## config.mk

```make
export PLATFORM = sky130hd
export DESIGN_NAME = motor_pwm_drv
export DESIGN_NICKNAME = d
export VERILOG_FILES = /design/src/rtl/motor_pwm_drv.sv
export SDC_FILE = /design/constraint.sdc
export NUM_CORES = 1
export LEC_CHECK = 0
export CAP_MARGIN = 20
export CORE_MARGIN = 10
export CORE_UTILIZATION = 53
export CTS_CLUSTER_SIZE = 24
export DETAILED_ROUTE_END_ITERATION = 12
export PLACE_DENSITY = 0.76
export SLEW_MARGIN = 10
export SYNTH_ARGS = -nofsm -noshare
export SYNTH_HDL_FRONTEND = slang
export SYNTH_SLANG_ARGS = --single-unit
export TNS_END_PERCENT = 10
```

## constraint.sdc

```tcl
create_clock -name clk -period 3.2 [get_ports clk]
set_input_delay 0.64 -clock clk [delete_from_list [all_inputs] [get_ports clk]]
set_output_delay 0.64 -clock clk [all_outputs]
set_load 0.05 [all_outputs]
```

## src/rtl/motor_pwm_drv.sv

```systemverilog
// H-bridge motor driver: PWM enable generation, level ramping, and a brake dead-time
// that every stop or direction reversal passes through before the bridge is reused.
module motor_pwm_drv #(
  parameter int unsigned PRESCALE         = 100,
  parameter int unsigned RAMP_PERIODS     = 10,
  parameter int unsigned DEADTIME_PERIODS = 5
) (
  input  logic       clk,
  input  logic       reset,
  input  logic       i_run,
  input  logic [3:0] i_level,
  input  logic [1:0] i_dir,
  output logic       o_pwm,
  output logic [1:0] o_in1_in2,
  output logic [3:0] o_level,
  output logic       o_busy
);

  localparam int unsigned PsW   = (PRESCALE > 1) ? $clog2(PRESCALE) : 1;
  localparam int unsigned RampW = (RAMP_PERIODS > 1) ? $clog2(RAMP_PERIODS) : 1;
  localparam int unsigned DeadW = (DEADTIME_PERIODS > 1) ? $clog2(DEADTIME_PERIODS) : 1;

  localparam logic [PsW-1:0]   PsLast   = PsW'(PRESCALE - 1);
  localparam logic [RampW-1:0] RampLast = RampW'(RAMP_PERIODS - 1);
  localparam logic [DeadW-1:0] DeadLast = DeadW'(DEADTIME_PERIODS - 1);

  typedef enum logic [1:0] {
    StIdle,
    StRun,
    StStopping,
    StDead
  } state_e;

  state_e           state_q, state_d;
  logic [PsW-1:0]   prescale_q;
  logic [6:0]       pcnt_q;
  logic [RampW-1:0] ramp_cnt_q, ramp_cnt_d;
  logic [DeadW-1:0] dead_cnt_q, dead_cnt_d;
  logic [3:0]       cur_level_q, cur_level_d;
  logic [1:0]       dir_q, dir_d;
  logic             pwm_q, pwm_d;
  logic [1:0]       hb_q, hb_d;

  logic       tick;
  logic       period_end;
  logic       dir_valid;
  logic       state_change;
  logic [3:0] level_clamped;
  logic [3:0] target;
  logic [6:0] duty;

  assign tick          = (prescale_q == PsLast);
  assign period_end    = tick && (pcnt_q == 7'd99);
  assign dir_valid     = (i_dir == 2'b01) || (i_dir == 2'b10);
  assign level_clamped = (i_level > 4'd10) ? 4'd10 : i_level;
  assign duty          = 7'(cur_level_q) * 7'd10;

  // Timebase: free-running prescaler and 100-tick PWM period counter.
  always_ff @(posedge clk or posedge reset) begin
    if (reset) begin
      prescale_q <= '0;
      pcnt_q     <= '0;
    end else begin
      prescale_q <= tick ? '0 : prescale_q + 1'b1;
      if (tick) begin
        pcnt_q <= (pcnt_q == 7'd99) ? 7'd0 : pcnt_q + 7'd1;
      end
    end
  end

  always_comb begin
    state_d = state_q;
    dir_d   = dir_q;
    target  = 4'd0;
    case (state_q)
      StIdle: begin
        if (i_run && dir_valid) begin
          state_d = StRun;
          dir_d   = i_dir;
        end
      end
      StRun: begin
        target = level_clamped;
        if (!i_run || !dir_valid || (i_dir != dir_q)) begin
          state_d = StStopping;
        end
      end
      StStopping: begin
        if (period_end && (cur_level_q == 4'd0)) begin
          state_d = StDead;
        end
      end
      StDead: begin
        if (period_end && (dead_cnt_q == DeadLast)) begin
          if (i_run && dir_valid) begin
            state_d = StRun;
            dir_d   = i_dir;
          end else begin
            state_d = StIdle;
          end
        end
      end
      default: state_d = StIdle;
    endcase
  end

  assign state_change = (state_d != state_q);

  // Ramp and dead-time counters restart on every state entry; no level step on a leaving cycle.
  always_comb begin
    ramp_cnt_d  = ramp_cnt_q;
    dead_cnt_d  = dead_cnt_q;
    cur_level_d = cur_level_q;
    if (state_change) begin
      ramp_cnt_d = '0;
      dead_cnt_d = '0;
    end else if (period_end) begin
      if ((state_q == StRun) || (state_q == StStopping)) begin
        if (ramp_cnt_q == RampLast) begin
          ramp_cnt_d = '0;
          if (cur_level_q < target) begin
            cur_level_d = cur_level_q + 4'd1;
          end else if (cur_level_q > target) begin
            cur_level_d = cur_level_q - 4'd1;
          end
        end else begin
          ramp_cnt_d = ramp_cnt_q + 1'b1;
        end
      end
      if (state_q == StDead) begin
        dead_cnt_d = dead_cnt_q + 1'b1;
      end
    end
    if (state_q == StIdle) begin
      cur_level_d = 4'd0;
    end
  end

  // Bridge code follows the next state so it changes on the same edge as the state.
  always_comb begin
    hb_d = 2'b00;
    case (state_d)
      StRun, StStopping: hb_d = (dir_d == 2'b10) ? 2'b01 : 2'b10;
      StDead:            hb_d = 2'b11;
      default:           hb_d = 2'b00;
    endcase
    pwm_d = (state_q != StDead) && (pcnt_q < duty);
  end

  always_ff @(posedge clk or posedge reset) begin
    if (reset) begin
      state_q     <= StIdle;
      ramp_cnt_q  <= '0;
      dead_cnt_q  <= '0;
      cur_level_q <= 4'd0;
      dir_q       <= 2'b01;
      pwm_q       <= 1'b0;
      hb_q        <= 2'b00;
    end else begin
      state_q     <= state_d;
      ramp_cnt_q  <= ramp_cnt_d;
      dead_cnt_q  <= dead_cnt_d;
      cur_level_q <= cur_level_d;
      dir_q       <= dir_d;
      pwm_q       <= pwm_d;
      hb_q        <= hb_d;
    end
  end

  assign o_pwm     = pwm_q;
  assign o_in1_in2 = hb_q;
  assign o_level   = cur_level_q;
  assign o_busy    = (state_q != StIdle);

endmodule

```

Yosys cells after proc, flatten, opt, wreduce, memory -nomap -nowiden
Cells that the tools add are included.
{ "totals": {"reg_bits": 32, "latch_bits": 0, "ramBits": 0, "romBits": 0, "inputBits": 9, "out_inout_bits": 8, "wordCells": 91, "mem_count": 0} }
{ "classes": {"add_sub_neg": 6, "mul": 1, "div_mod_pow": 0, "n_lt_le_gt_ge": 4, "eq_ne": 17, "shifts": 0, "n_mux": 29, "bitwise": 0, "n_reduce_logical": 25} }
{ "op_table": {"columns": ["operator", "n"], "rows": [
  ["two-way mux 4 bit", 13],
  ["adder 7 x 1 -> 7 bit (second input constant)", 2],
  ["== test 7 bit (second input constant)", 2],
  ["two-way mux 2 bit", 7],
  ["two-way mux 7 bit", 2],
  ["nonzero test 2 bit", 7],
  ["== test 2 bit (second input constant)", 6],
  ["two-way mux 3 bit", 3],
  ["adder 4 x 1 -> 4 bit (second input constant)", 2],
  ["one-hot mux 2 bit (2 select lines)", 2],
  ["one-hot mux 2 bit (4 select lines)", 1],
  ["less-than comparator 7 bit", 1],
  ["== test 2 x 1 -> 1 bit (second input constant)", 3],
  ["multiplier 4 x 3 -> 6 bit (second input constant)", 1],
  ["logical AND 1 bit", 5],
  ["AND reduction 5 bit", 1],
  ["== test 4 bit (second input constant)", 1],
  ["> comparator 4 bit", 1],
  ["> comparator 4 bit (second input constant)", 1],
  ["logical NOT 4 bit", 1],
  ["logical OR 1 bit", 4],
  ["less-than comparator 4 bit", 1],
  ["inequality test 2 bit", 2],
  ["AND reduction 2 bit", 2],
  ["10 further kinds", 11]
]} }

Depth between registers and ports, before layout
Gate-level depths: netlist of the first run.
{ "depth": {"depth_word": 11, "ltp_mapped": 15, "mapped_depth_nobuf": 14} }

Least setup slack after synthesis of the first run
Ideal clock, no wire load.
{ "synth_timing": {"kind": "register to register", "from": "register state_q[1]", "to": "register cur_level_q[3], in the netlist o_level[3]", "setup_time_ns": 0.135, "t_arrival_ns": 2.987, "t_required_ns": 3.065, "setup_slack_ns": 0.078, "path_stages_with_launch": 15, "path_buffers": 1, "period_less_slack_ns": 3.122, "path_cell_list": "dfrtp_1 -> inv_1 -> ha_1 -> clkbuf_1 -> nand3b_1 -> ha_1 -> nand2_1 -> o21ai_0 -> ha_1 -> a21o_1 -> a21oi_1 -> xor2_1 -> and4bb_2 -> mux2i_1 -> o21ai_0"} }
{ "synth_via": {"elab_chain_cells": 9, "word_cells_on_any_way": 26, "classes_between": "order compare: 2; eq/ne: 5; mux: 12; reduce/logical: 7"} }
{ "synth_rtl": {"columns": ["item", "line", "text"], "rows": [
  ["start: declaration", "34", "state_e state_q, state_d;"],
  ["start signal: assignment", "152", "state_q <= StIdle;"],
  ["start signal: assignment", "160", "state_q <= state_d;"],
  ["== test 2 x 1 -> 1 bit", "75, 118", null],
  ["two-way mux 4 bit", "75", "case (state_q)"],
  ["less-than comparator 4 bit", "121", "if (cur_level_q < target) begin"],
  ["two-way mux 4 bit", "121", null],
  ["two-way mux 4 bit", "119", "if (ramp_cnt_q == RampLast) begin"],
  ["two-way mux 4 bit", "118", "if ((state_q == StRun) || (state_q == StStopping)) begin"],
  ["two-way mux 4 bit", "117", "end else if (period_end) begin"],
  ["two-way mux 4 bit", "114", "if (state_change) begin"],
  ["two-way mux 4 bit", "134", "if (state_q == StIdle) begin"],
  ["end signal: assignment", "163", "cur_level_q <= cur_level_d;"],
  ["end: declaration", "39", "logic [3:0] cur_level_q, cur_level_d;"]
]} }
Several ways; a longest one is shown, not always the timed one. The select of a mux whose other input is x is not followed.
A chain may end at the register's enable or synchronous reset.

Final worst setup path of the first run
{ "layout_timing": {"from": "register state_q[0]", "to": "output o_busy"} }
{ "layout_via": {"elab_chain_cells": 1} }
{ "layout_rtl": {"columns": ["item", "line", "text"], "rows": [
  ["nonzero test 2 bit", "173", "assign o_busy = (state_q != StIdle);"],
  ["end: declaration", "16", "output logic o_busy"]
]} }
Every way passes these cells.

==> impl_metrics.tcl, run 1 <==
set metrics [dict create \
    grt.total_usage_pct 13.8 \
    cts_tree "yes" \
    status "finished, final reports clean" \
    cts_resized 0 \
    hp-class "flop to flop" \
    cp_common_cell "inv_1" \
    p_leak_nw 1.21 \
    clkLatencyLatePin_ps 280 \
    drt-total-wl_um 4910 \
    gp_congestion 0.824 \
    syn_inst 259 \
    start_kind "flop" \
    finClkSkew_ps 8.47 \
    p_seq_share_pct 29.4 \
    die_area_sq_mm 0.00745 \
    syn2layout_area_growth_pct 15.4 \
    fin_nets 320 \
    die_h_um 86.3 \
    seq_area_frac_synth_pct 34.4 \
    fin_util_pct 62.6 \
    cts_setup_buffers 0 \
    die_w_um 86.3 \
    slowest_stage "clkdlybuf4s50_1" \
    internal_power_w 0.000958 \
    vdd_drop_max_mv 0.708 \
    p_sw_share_pct 40.7 \
    critPathKind "flop to output pin" \
    post-route-min-period_ps 3030 \
    rsz0062_at_grt "no" \
    final_cell_mix "dfrtp_1, nor2_1, ha_1" \
    cp.required_ps 2560 \
    hold_buffers 0 \
    p_clk_share_pct 19.4 \
    num_antenna_cells 0 \
    drive_gt1_share_pct 9.51 \
    grt_pass1_wl_um 8540 \
    cts_max_level 2 \
    grt_pass1_vias 1914 \
    ys.warnings.count 0 \
    synth_top_flop_cell "dfrtp_1" \
    io_pins 17 \
    cts_buffer_depth 2 \
    yosysUniqueCellTypes 52 \
    pwr-share-comb_pct 51.3 \
    ant_nets 0 \
    fill_cells 378 \
    cts-buffers-inserted 5 \
    multiInputGateArea_sq_mm 0.00144 \
    firstDrtPassIters 4 \
    seq_area_sq_um 802 \
    dp_hpwl_um 3690 \
    crit_arrival_ps 2390 \
    post_drt_wl_per_cell_um 14.6 \
    power_w 0.00161 \
    fmax_mhz 330 \
    num_rows 24 \
    cap_violations 0 \
    grt_max_degree 33 \
    switchingPower_w 0.000656 \
    drt_iter0_markers 118 \
    p_per_area_mw_per_mm2 600 \
    numClockSinks 32 \
    ctsRootBufferMaster "clkbuf_8" \
    async_flop_share_pct 100 \
    max-slew-margin-rel_pct 60.0 \
    avgSynthCellArea_sq_um 9.00 \
    final_common_cell "dfrtp_1" \
    antenna_found_initial 0 \
    worstPathCellList "buf_4 -> inv_1 -> ha_1 -> inv_1 -> clkdlybuf4s50_1" \
    worstMarginPinSlew_ps 600 \
    via_count 1969 \
    coreArea_sq_mm 0.00429 \
    synth_fp_nets 296 \
    cp_max_fo 18 \
    avgViaCountPerCell 5.86 \
    start_util_pct 54.3 \
    drc_errors 0 \
    synth_seq_cells 32 \
    drv_slew 0 \
    setup_viol 0 \
    clkSlewWorstSetupHoldPaths_ps 70 \
    finalHoldViolCount 0 \
    synth_edf_count 0 \
    timing.hold.ws_ps 483 \
    cpPeakStageDelay_ps 730 \
    crit_path_end_kind "output pin" \
    portBuffers 16 \
    timing.final.crit_share_pct 94.6 \
    grt_overflow_total 0 \
    syn-cell-area_sq_mm 0.00233 \
]
==> final timing paths <==
| kind | start | to | slack [ps] | cells after the start |
|---|---|---|---|---|
| worst max-delay path | state_q[0] | o_busy | 170 | 5 |
| worst min-delay path | prescale_q[0] | prescale_q[0] | 480 | 1 |
| worst max register to register | state_q[1] | o_level[3] | 300 | 13 |
| worst min register to register | prescale_q[0] | prescale_q[0] | 480 | 1 |
| max in group asynchronous | reset | dir_q[0] | 2120 | 3 |
| min in group asynchronous | reset | dir_q[1] | 760 | 3 |
==> cell type report <==
class | count | area share, %
tap | 52 | 2.42
inverter | 19 | 2.65
multi-input combinational | 201 | 53.6
clock buffer | 8 | 3.35
timing repair buffer | 24 | 8.19
sequential | 32 | 29.8
==> critical path: cells and delay by family, from the launching register on <==
family	cells	cell delay, ps
buf+inv	4	1130
fa+ha+maj	1	560
flops	1	410
==> cells in the mapped netlist, drive strengths merged (3+ instances only) <==
master  number  area, sq um
a21o         5         37.5
a21oi       16         80.1
a22oi        4         30.0
and3         3         18.8
and4         3         27.5
clkbuf       5         18.8
dfrtp       31          776
ha          26          325
inv         19         71.3
mux2i        4         40.0
nand2       22         82.6
nand2b       4         25.0
nand3        8         40.0
nor2        25         93.8
nor2b        3         18.8
nor3         5         30.0
o21ai       20          100
o22ai        3         18.8
or3          4         26.3
xnor2        8         70.1
xor2         4         35.0
==> registers in the layout, indices dropped and copies added, names as in the netlist <==
name and cells:
pcnt_q 7, prescale_q 7, o_level 4, ramp_cnt_q 4, dead_cnt_q 3, dir_q 2
o_in1_in2 2, state_q 2, o_pwm 1
==> layer usage <==
metal / global-route usage (%) / wire length (um)
met4: 4.86 / 74
met1: 16.2 / 2180
met2: 23.6 / 2440
met5: 0 / 0
met3: 3.66 / 219
==> power groups by stage <==
| stage | registers [W] | logic, W | clock network (W) |
|---|---|---|---|
| after CTS | 0.000469 | 0.000813 | 0.000324 |
| final | 0.000474 | 0.000827 | 0.000312 |
| after detailed placement | 0.000476 | 0.000811 | 0 |
| after floorplan | 0.000506 | 0.000538 | 0 |
| after global placement | 0.000476 | 0.000791 | 0 |
| after global routing | 0.000479 | 0.000917 | 0.000344 |
==> metrics by stage <==
step	setup TNS (ps)	setup WS (ps)	instance area [sq um]	cells
2_1_floorplan	0	78.1	2330	259
3_3_place_gp	-55.9	-55.9	2590	328
3_5_place_dp	-160	-160	2590	328
4_1_cts	0	86.4	2680	336
5_1_grt	0	30.8	2690	336
6_report	0	172	2690	336
==> cells by family after synthesis <==
kind of cell	synth area share, %
AND/OR/NAND/NOR	22.7
AO/OA/AOI/OAI	15.8
buffers and inverters	4.29
adder cells (fa/ha/maj)	15.7
flip-flops	34.4
XOR/XNOR	4.51
multiplexers	2.68
Note: power is estimated with default switching activity, not from simulation.
==> run 2: changes to the inputs <==
CORE_ASPECT_RATIO = 1.5   (was unset)
CORE_MARGIN = 2   (was 10)
==> impl_metrics.tcl, run 2 (same netlist as run 1, synthesis figures left out) <==
set metrics [dict create \
    status "finished, final reports clean" \
    dp_hpwl_um 3570 \
    die_area_sq_mm 0.00496 \
    ant_nets 0 \
    cap_violations 0 \
    multiInputGateArea_sq_mm 0.00143 \
    rsz0062_at_grt "no" \
    hold_buffers 0 \
    max-slew-margin-rel_pct 56.7 \
    drv_slew 0 \
    clkSlewWorstSetupHoldPaths_ps 70 \
    cts_max_level 2 \
    r2r_start "dead_cnt_q[0]" \
    drive_gt1_share_pct 9.82 \
    drt_iter0_markers 37 \
    ctsRootBufferMaster "clkbuf_8" \
    coreArea_sq_mm 0.00425 \
    grt_pass1_wl_um 8420 \
    crit_path_end_kind "output pin" \
    grt.total_usage_pct 22.0 \
    setup_slack_ps 216 \
    cp_max_fo 18 \
    final_cell_mix "dfrtp_1, ha_1, nor2_1" \
    cpPeakStageDelay_ps 720 \
    timing.hold.ws_ps 480 \
    drc_errors 0 \
    worstMarginPinSlew_ps 645 \
    p_per_area_mw_per_mm2 618 \
    io_pins 17 \
    portBuffers 16 \
    cts_setup_buffers 0 \
    cts_buffer_depth 2 \
    die_h_um 85.2 \
    layout.cells.non_filler 331 \
    cts-buffers-inserted 5 \
    critPathBufInv 4 \
    slowest_stage "clkdlybuf4s50_1" \
    numClockSinks 32 \
    num_antenna_cells 0 \
    start_kind "flop" \
    grt_max_degree 33 \
    worst-r2r-setup-slack_ps 300 \
    largestRegisters "pcnt_q: 7 flops, prescale_q: 7 flops" \
    fmax_mhz 335 \
    switchingPower_w 0.000664 \
    worstPathCellList "buf_4 -> inv_1 -> ha_1 -> inv_1 -> clkdlybuf4s50_1" \
    min-delay-start "prescale_q[0]" \
    place_ws_ps -138 \
    final_common_cell "dfrtp_1" \
    clkLatencyLatePin_ps 280 \
    cp.required_ps 2560 \
    fill_cells 356 \
    avgViaCountPerCell 5.85 \
    min_to "prescale_q[0]" \
    vdd_drop_max_mv 0.598 \
    cts_resized 0 \
    start_util_pct 54.9 \
    critPathKind "flop to output pin" \
    grt_overflow_total 0 \
    gp_congestion 0.843 \
    fin_nets 321 \
    die_w_um 58.2 \
    via_count 1936 \
    firstDrtPassIters 4 \
    hp-class "flop to flop" \
    syn2layout_area_growth_pct 15.3 \
    num_rows 29 \
    power_w 0.00166 \
    seq_area_sq_um 802 \
    finClkSkew_ps 7.02 \
    p_clk_share_pct 20.4 \
    crit_arrival_ps 2340 \
    pwr-share-comb_pct 51.6 \
    regToRegEndpoint "o_in1_in2[1]" \
    antenna_found_initial 0 \
    critical-path-top-delay-family "buffers and inverters" \
    internal_power_w 0.000997 \
    cp_common_cell "inv_1" \
    whs_path_depth 1 \
    setup_viol 0 \
    cts_tree "yes" \
    dpl.cell_count 323 \
    grt_pass1_vias 1983 \
    post-route-min-period_ps 2980 \
    p_sw_share_pct 40.0 \
    timing.final.crit_share_pct 93.2 \
    finalHoldViolCount 0 \
    p_leak_nw 1.22 \
    r2r_cells 11 \
    p_seq_share_pct 28.1 \
    post_drt_wl_per_cell_um 14.2 \
    drt-total-wl_um 4700 \
]
[run 2: changes by cell type in the layout (fill, tap and decap cells not counted)]
cell | before | now
buf_4 | 8 | 9
clkbuf_1 | 2 | 1
ha_4 | 1 | 0
clkbuf_8 | 6 | 7
ha_1 | 25 | 26
[run 2: how the worst max path moves through the flow]
stage                          start    endpoint  slack (ps)  cells after the start
final                     state_q[0]      o_busy         220                      5
after global routing      state_q[0]      o_busy          70                      5
after CTS                 i_level[3]  o_level[3]         160                     14
after detailed placement  i_level[3]  o_level[3]        -140                     14
after global placement    i_level[3]  o_level[3]         -80                     14
after floorplan           state_q[1]  o_level[3]          80                     14
[run 2: layout make-up]
type	instances	share of cell area, %
inverter	19	2.65
timing repair buffer	25	8.47
multi-input combinational	201	53.2
tap	46	2.14
clock buffer	8	3.72
sequential	32	29.8
[run 2: power by group through the flow]
| stage | combinational [W] | sequential (W) | clock [W] |
|---|---|---|---|
| floorplan | 0.000538 | 0.000506 | 0 |
| global placement | 0.000837 | 0.000473 | 0 |
| detailed placement | 0.000849 | 0.000471 | 0 |
| CTS | 0.000852 | 0.000465 | 0.000347 |
| global route | 0.000967 | 0.000472 | 0.000366 |
| finish | 0.000856 | 0.000466 | 0.000338 |
[run 2: routing by layer]
metal  vias to the layer above  track usage (%)  share of wire [%]
li1                        974                -                  -
met1                       912             25.0                 41
met2                        41             39.2                 53
met3                         9             3.35                2.9
met4                         0             10.6                2.7
met5                         -                0                  0
[run 2: through the flow]
step	instance area [sq um]	setup TNS, ps	utilization (%)
final	2690	0	63.3
after global routing	2690	0	63.3
after CTS	2690	0	63.3
after detailed placement	2590	-138	60.9
after global placement	2590	-84.9	60.9
after floorplan	2330	0	-
==> run 3: changes to the inputs <==
ABC_AREA = 1   (was unset)
==> impl_metrics.tcl, run 3 <==
set metrics [dict create \
    status "finished, final reports clean" \
    p_per_area_mw_per_mm2 865 \
    drt-total-wl_um 4440 \
    syn_inst 292 \
    coreArea_sq_mm 0.00417 \
    antenna_found_initial 0 \
    pwr-share-comb_pct 56.8 \
    cts_buffer_depth 2 \
    grt_pass1_wl_um 7860 \
    switchingPower_w 0.00106 \
    cp_max_fo 4 \
    worst-r2r-setup-slack_ps 390 \
    cts_max_level 2 \
    crit_path_end_kind "flop" \
    synth_top_flop_cell "dfrtp_1" \
    ctsRootBufferMaster "clkbuf_8" \
    yosysUniqueCellTypes 37 \
    crit_arrival_ps 3160 \
    finalSetupTns_ps 0 \
    seq_area_frac_synth_pct 35.1 \
    numClockSinks 32 \
    finalHoldViolCount 0 \
    syn2layout_area_growth_pct 16.4 \
    critPathKind "input pin to flop" \
    vdd_drop_max_mv 0.913 \
    placed_area_sq_mm 0.00251 \
    fmax_mhz 337 \
    cap_violations 0 \
    max-slew-margin-rel_pct 66.9 \
    async_flop_share_pct 100 \
    synth_edf_count 0 \
    drv_slew 0 \
    die_h_um 84.4 \
    gp_congestion 0.805 \
    fin_util_pct 63.7 \
    post_drt_wl_per_cell_um 12.2 \
    finClkSkew_ps 8.32 \
    design_area_sq_mm 0.00266 \
    p_seq_share_pct 24.4 \
    syn-cell-area_sq_mm 0.00228 \
    synth_top_area_cell "dfrtp_1" \
    clkSlewWorstSetupHoldPaths_ps 70 \
    num_antenna_cells 0 \
    avgViaCountPerCell 5.23 \
    drc_errors 0 \
    grt.total_usage_pct 20.2 \
    start_util_pct 54.7 \
    drive_gt1_share_pct 9.43 \
    cts-buffers-inserted 5 \
    die_area_sq_mm 0.00486 \
    grt_overflow_total 0 \
    largestRegisters "pcnt_q: 7 flops, prescale_q: 7 flops" \
    dp_hpwl_um 3280 \
    p_leak_nw 1.36 \
    timing.final.crit_share_pct 92.7 \
    final_cell_mix "nand2_1, inv_1, dfrtp_1" \
    grt_pass1_vias 1857 \
    timing.hold.ws_ps 456 \
    avgSynthCellArea_sq_um 7.82 \
    setup_viol 0 \
    start_kind "input pin" \
    drt_iter0_markers 46 \
    cts_tree "yes" \
    post-route-min-period_ps 2970 \
    worstMarginPinSlew_ps 494 \
    die_w_um 57.6 \
    cp.required_ps 3390 \
    hp-class "flop to flop" \
    grt_max_degree 33 \
    synth_common_cells "nand2_1, inv_1, dfrtp_1, nor2_1, ha_1" \
    internal_power_w 0.00124 \
    synth_seq_cells 32 \
    p_sw_share_pct 46.0 \
    io_pins 17 \
    firstDrtPassIters 4 \
    p_clk_share_pct 18.8 \
    ant_nets 0 \
    yosys-top-cells-area "dfrtp_1, ha_1, nand2_1, inv_1, nor2_1" \
    num_rows 29 \
    ys.warnings.count 0 \
    hold_buffers 0 \
    synthMostInstantiatedCell "nand2_1" \
    clkLatencyLatePin_ps 290 \
    via_count 1902 \
    portBuffers 16 \
    yosysTopAreaCellShare_pct 34.0 \
    synth_fp_nets 329 \
    final_common_cell "nand2_1" \
    fin_nets 354 \
]
run 3: cell types whose count changed after synthesis, moves of 5 or more:
| cell | previous run | this run |
|---|---|---|
| a21o_1 | 5 | 0 |
| nand2_1 | 22 | 64 |
| nand2_2 | 0 | 5 |
| o21ai_0 | 19 | 8 |
| xnor2_1 | 8 | 2 |
| inv_1 | 19 | 46 |
| clkbuf_1 | 5 | 0 |
| nand3_1 | 8 | 17 |
run 3: cell type report:
class / count / area, sq um
Timing Repair Buffer: 19 / 183
Multi-Input combinational cell: 211 / 1310
Clock inverter: 1 / 30.0
Clock buffer: 7 / 96.3
Fill cell: 352 / 1520
Tap cell: 46 / 57.6
Inverter: 48 / 180
Sequential cell: 32 / 802
run 3: worst paths after layout:
check / end / depth (start not counted) / start
max in group asynchronous: dir_q[0] / 3 / reset
setup / recovery: o_level[3] / 17 / i_level[1]
hold reg to reg: prescale_q[0] / 1 / prescale_q[0]
setup reg to reg: o_level[3] / 16 / state_q[1]
hold / removal: prescale_q[0] / 1 / prescale_q[0]
min in group asynchronous: state_q[1] / 3 / reset
run 3: per-stage QoR:
step                total power (W)  instances  worst slack [ps]
floorplan                   0.00149        292               573
global placement            0.00176        355              49.1
detailed placement          0.00180        355             -54.3
CTS                         0.00224        363               240
global route                0.00250        364             -47.1
finish                      0.00230        364               232
run 3: worst max-delay path, cell delays in order:
cell and delay [ps]:
clkdlybuf4s50_1 480, nand2_1 50, a21oi_1 140, o21ai_0 100, ha_1 300, inv_1 60
nor2_1 30, o21ai_1 100, nand2_1 150, ha_4 320, nand3_1 70, nand2_1 120
xor2_1 220, a21oi_1 110, o21a_1 110, nand3_1 80, nand2_1 60
run 3: logic make-up after synthesis:
kind of cell | after synthesis | share of synthesized area (%)
AOI/OAI and AO/OA | 39 | 9.64
adders and majority gates | 28 | 16.0
and+or+nand+nor | 136 | 28.1
buffers and inverters | 49 | 8.11
DFF | 32 | 35.1
xor gates and xnor gates | 8 | 3.07
run 3: power groups by stage:
| stage | registers (W) | logic, W | clock network (W) |
|---|---|---|---|
| floorplan | 0.000659 | 0.000827 | 0 |
| global placement | 0.000565 | 0.00120 | 0 |
| detailed placement | 0.000567 | 0.00124 | 0 |
| CTS | 0.000559 | 0.00125 | 0.000435 |
| global route | 0.000570 | 0.00148 | 0.000452 |
| finish | 0.000561 | 0.00131 | 0.000432 |
run 3: what timing repair did:
| item | in CTS | in global routing |
|---|---|---|
| hold endpoints to repair | 0 | 0 |
| setup buffers | 0 | 1 |
| endpoints found under the setup margin | 0 | 1 |
| gates resized for setup | 0 | 2 |
run 3: metal layers:
layer  wire length (um)  track usage [%]  vias to the layer above
met1               1920             24.1                      881
met4                 78             7.19                        0
met2               2290             34.9                       33
met3                153             4.31                        7
met5                  0                0                        -
li1                   -                -                      981
==> edit: new RTL, flow settings as in run 2 <==
Remove the register `pwm_q`: a continuous assignment takes its place, so the output `o_pwm` follows one clock earlier.
--- a/src/rtl/motor_pwm_drv.sv
+++ b/src/rtl/motor_pwm_drv.sv
@@ -154,7 +154,6 @@
       dead_cnt_q  <= '0;
       cur_level_q <= 4'd0;
       dir_q       <= 2'b01;
-      pwm_q       <= 1'b0;
       hb_q        <= 2'b00;
     end else begin
       state_q     <= state_d;
@@ -162,10 +161,11 @@
       dead_cnt_q  <= dead_cnt_d;
       cur_level_q <= cur_level_d;
       dir_q       <= dir_d;
-      pwm_q       <= pwm_d;
       hb_q        <= hb_d;
     end
   end
+
+  assign pwm_q = pwm_d;
 
   assign o_pwm     = pwm_q;
   assign o_in1_in2 = hb_q;
Function: no difference found for any inputs over 10 cycles, from zero or initial values and one cycle with reset high; that may be too few to reach the edited logic, so the function may still have changed.
==> edit against run 2 <==
  * Clock skew increased by 0.0033 ns
  * Synthesized cell count down 3.1%
  * Final area grew 3.5%
  * Sequential cell count fell by 1
  * Power grew 18%
  * Count of clock-buffer cells in the layout unchanged
  * Cell count increased by 0.91%
  * Worst setup slack got worse by 0.13 ns
  * Largest cell class unchanged
  * Area after synthesis is 1.5% lower
  * Non-clock buffer count increased by 7
  * Critical endpoint is now o_pwm
  * Maximum frequency down 4.3%
  * Critical path type unchanged
  * Routed wire length grew 2.6%
==> edit: results (changes against run 2) <==
status=complete, no violations; Synth area leaders=dfrtp_1, ha_1, nand2_1, xnor2_1, a21oi_1; initial antenna violation count=0 (unchanged); largest net degree at the start of global routing=32 (-3.0%); total routed wirelength=4823 µm (+2.6%); worst skew pair latency=0.29 ns; register area share after synthesis=33.84% (-0.56 points); gpl congestion=0.8490 (+0.70%); Worst Path Arrival=2.48 ns (+0.14 ns); post-place instance area=2625 µm² (+1.5%); number of global-route vias before repair=2106 (+6.2%); via count=1925 (-0.57%); largest registers=pcnt_q (7), prescale_q (7); M2 GR Usage=39.88% (+0.72 points); Placeable Area=4209 µm² (-0.85%); CTS buffer count=5 (unchanged); clock skew=0.01035 ns (+0.003336 ns); Reg clk slew, reported paths=0.07 ns (about the same); met3 usage in global routing=4.622% (+1.3 points); syn_nets=288 (-2.7%); Synth Flop Type=dfrtp_1; initial DRC count=76 (+110%); Max VDD drop=0.0005664 V (-5.3%); DP HPWL=3686 µm (+3.3%); nets=324 (+0.93%); normalized max-slew margin=66.59% (+9.8 points); port bufs=16 (unchanged); number of fill cells in the layout=355 (-0.28%); static leakage=1.191 nW (-2.4%); maximum fanout along the worst path=2 (-16); layout cell share with drive strength beyond 1=15.63% (+5.8 points); GRT Overall Usage=22.68% (+0.67 points); Hold Vio Cnt, Final=0 (unchanged); met1 usage=24.70% (-0.27 points); Root Driver=clkbuf_8; top post-synthesis cells by count=dfrtp_1, nand2_1, ha_1; global-route wire length before repair=8832 µm (+4.8%); HP Class=reg -> reg; Yosys warnings=0 (unchanged)
## edit: cells by family after synthesis
group | Yosys count | synth area share [%]
AND/OR/NAND/NOR | 94 | 22.72
AO/OA/AOI/OAI | 56 | 16.08
flip-flops | 31 | 33.84
adder cells (fa/ha/maj) | 28 | 15.91
buffers and inverters | 24 | 4.251
XOR/XNOR | 14 | 5.341
multiplexers | 4 | 1.853
## edit: area by class of cell
type	instances	share of cell area, %
clock buffers	8	3.599
inverters	21	2.834
multi-input cells	196	53.04
flip-flops and latches	31	28.03
well taps	46	2.069
repair buffers	32	10.44
## edit: routing by layer
metal / routed length [µm] / share of wire [%] / up-vias
met1: 1952 / 40 / 912
li1: - / - / 966
met5: 0 / 0 / -
met4: 163 / 3.4 / 0
met2: 2570 / 53 / 32
met3: 137 / 2.8 / 15
## edit: worst paths after layout
check | from | to | slack [ns] | cells after the start
min in group asynchronous | reset | ramp_cnt_q[3] | 0.73 | 3
worst min-delay path | prescale_q[0] | prescale_q[0] | 0.47 | 1
worst max register to register | state_q[1] | o_level[2] | 0.37 | 11
worst max-delay path | o_level[1] | o_pwm | 0.08 | 9
max in group asynchronous | reset | dir_q[0] | 2.15 | 3
worst min register to register | prescale_q[0] | prescale_q[0] | 0.47 | 1
## edit: per-stage QoR
step / setup slack [ns] / hold WS [ns] / cells / utilization (%) / TNS [ns]
after floorplan: 0.01804 / 0.4329 / 251 / - / 0
after global placement: 0.009295 / 0.4556 / 324 / 62.37 / 0
after detailed placement: -0.09229 / 0.4710 / 324 / 62.37 / -0.09723
after CTS: -0.07203 / 0.4789 / 333 / 65.52 / -0.07203
after global routing: 0.001227 / 0.5080 / 334 / 66.08 / 0
final: 0.08149 / 0.4744 / 334 / 66.08 / 0
## edit: critical path, stage by stage (launching register included)
cell and delay, ns:
dfrtp_2 0.43, ha_4 0.25, ha_4 0.15, fa_1 0.51, inv_2 0.05, ha_4 0.21, o21ai_2 0.05, nand2b_1 0.10
a211oi_4 0.26, buf_12 0.17
## edit: report_power, final
| group | switching [W] | total (W) | internal, W |
|---|---|---|---|
| clock network | 0.000140 | 0.000336 | 0.000196 |
| registers | 0.0000259 | 0.000463 | 0.000437 |
| logic | 0.000682 | 0.00117 | 0.000486 |
| total | 0.000848 | 0.00197 | 0.00112 |
## edit: repair_timing
| item | 4_1_cts | 5_1_grt |
|---|---|---|
| endpoints found under the setup margin | 1 | 2 |
| resized for setup | 4 | 5 |
| gates cloned | 0 | 0 |
| setup buffers | 1 | 1 |
| pin swaps | 2 | 2 |
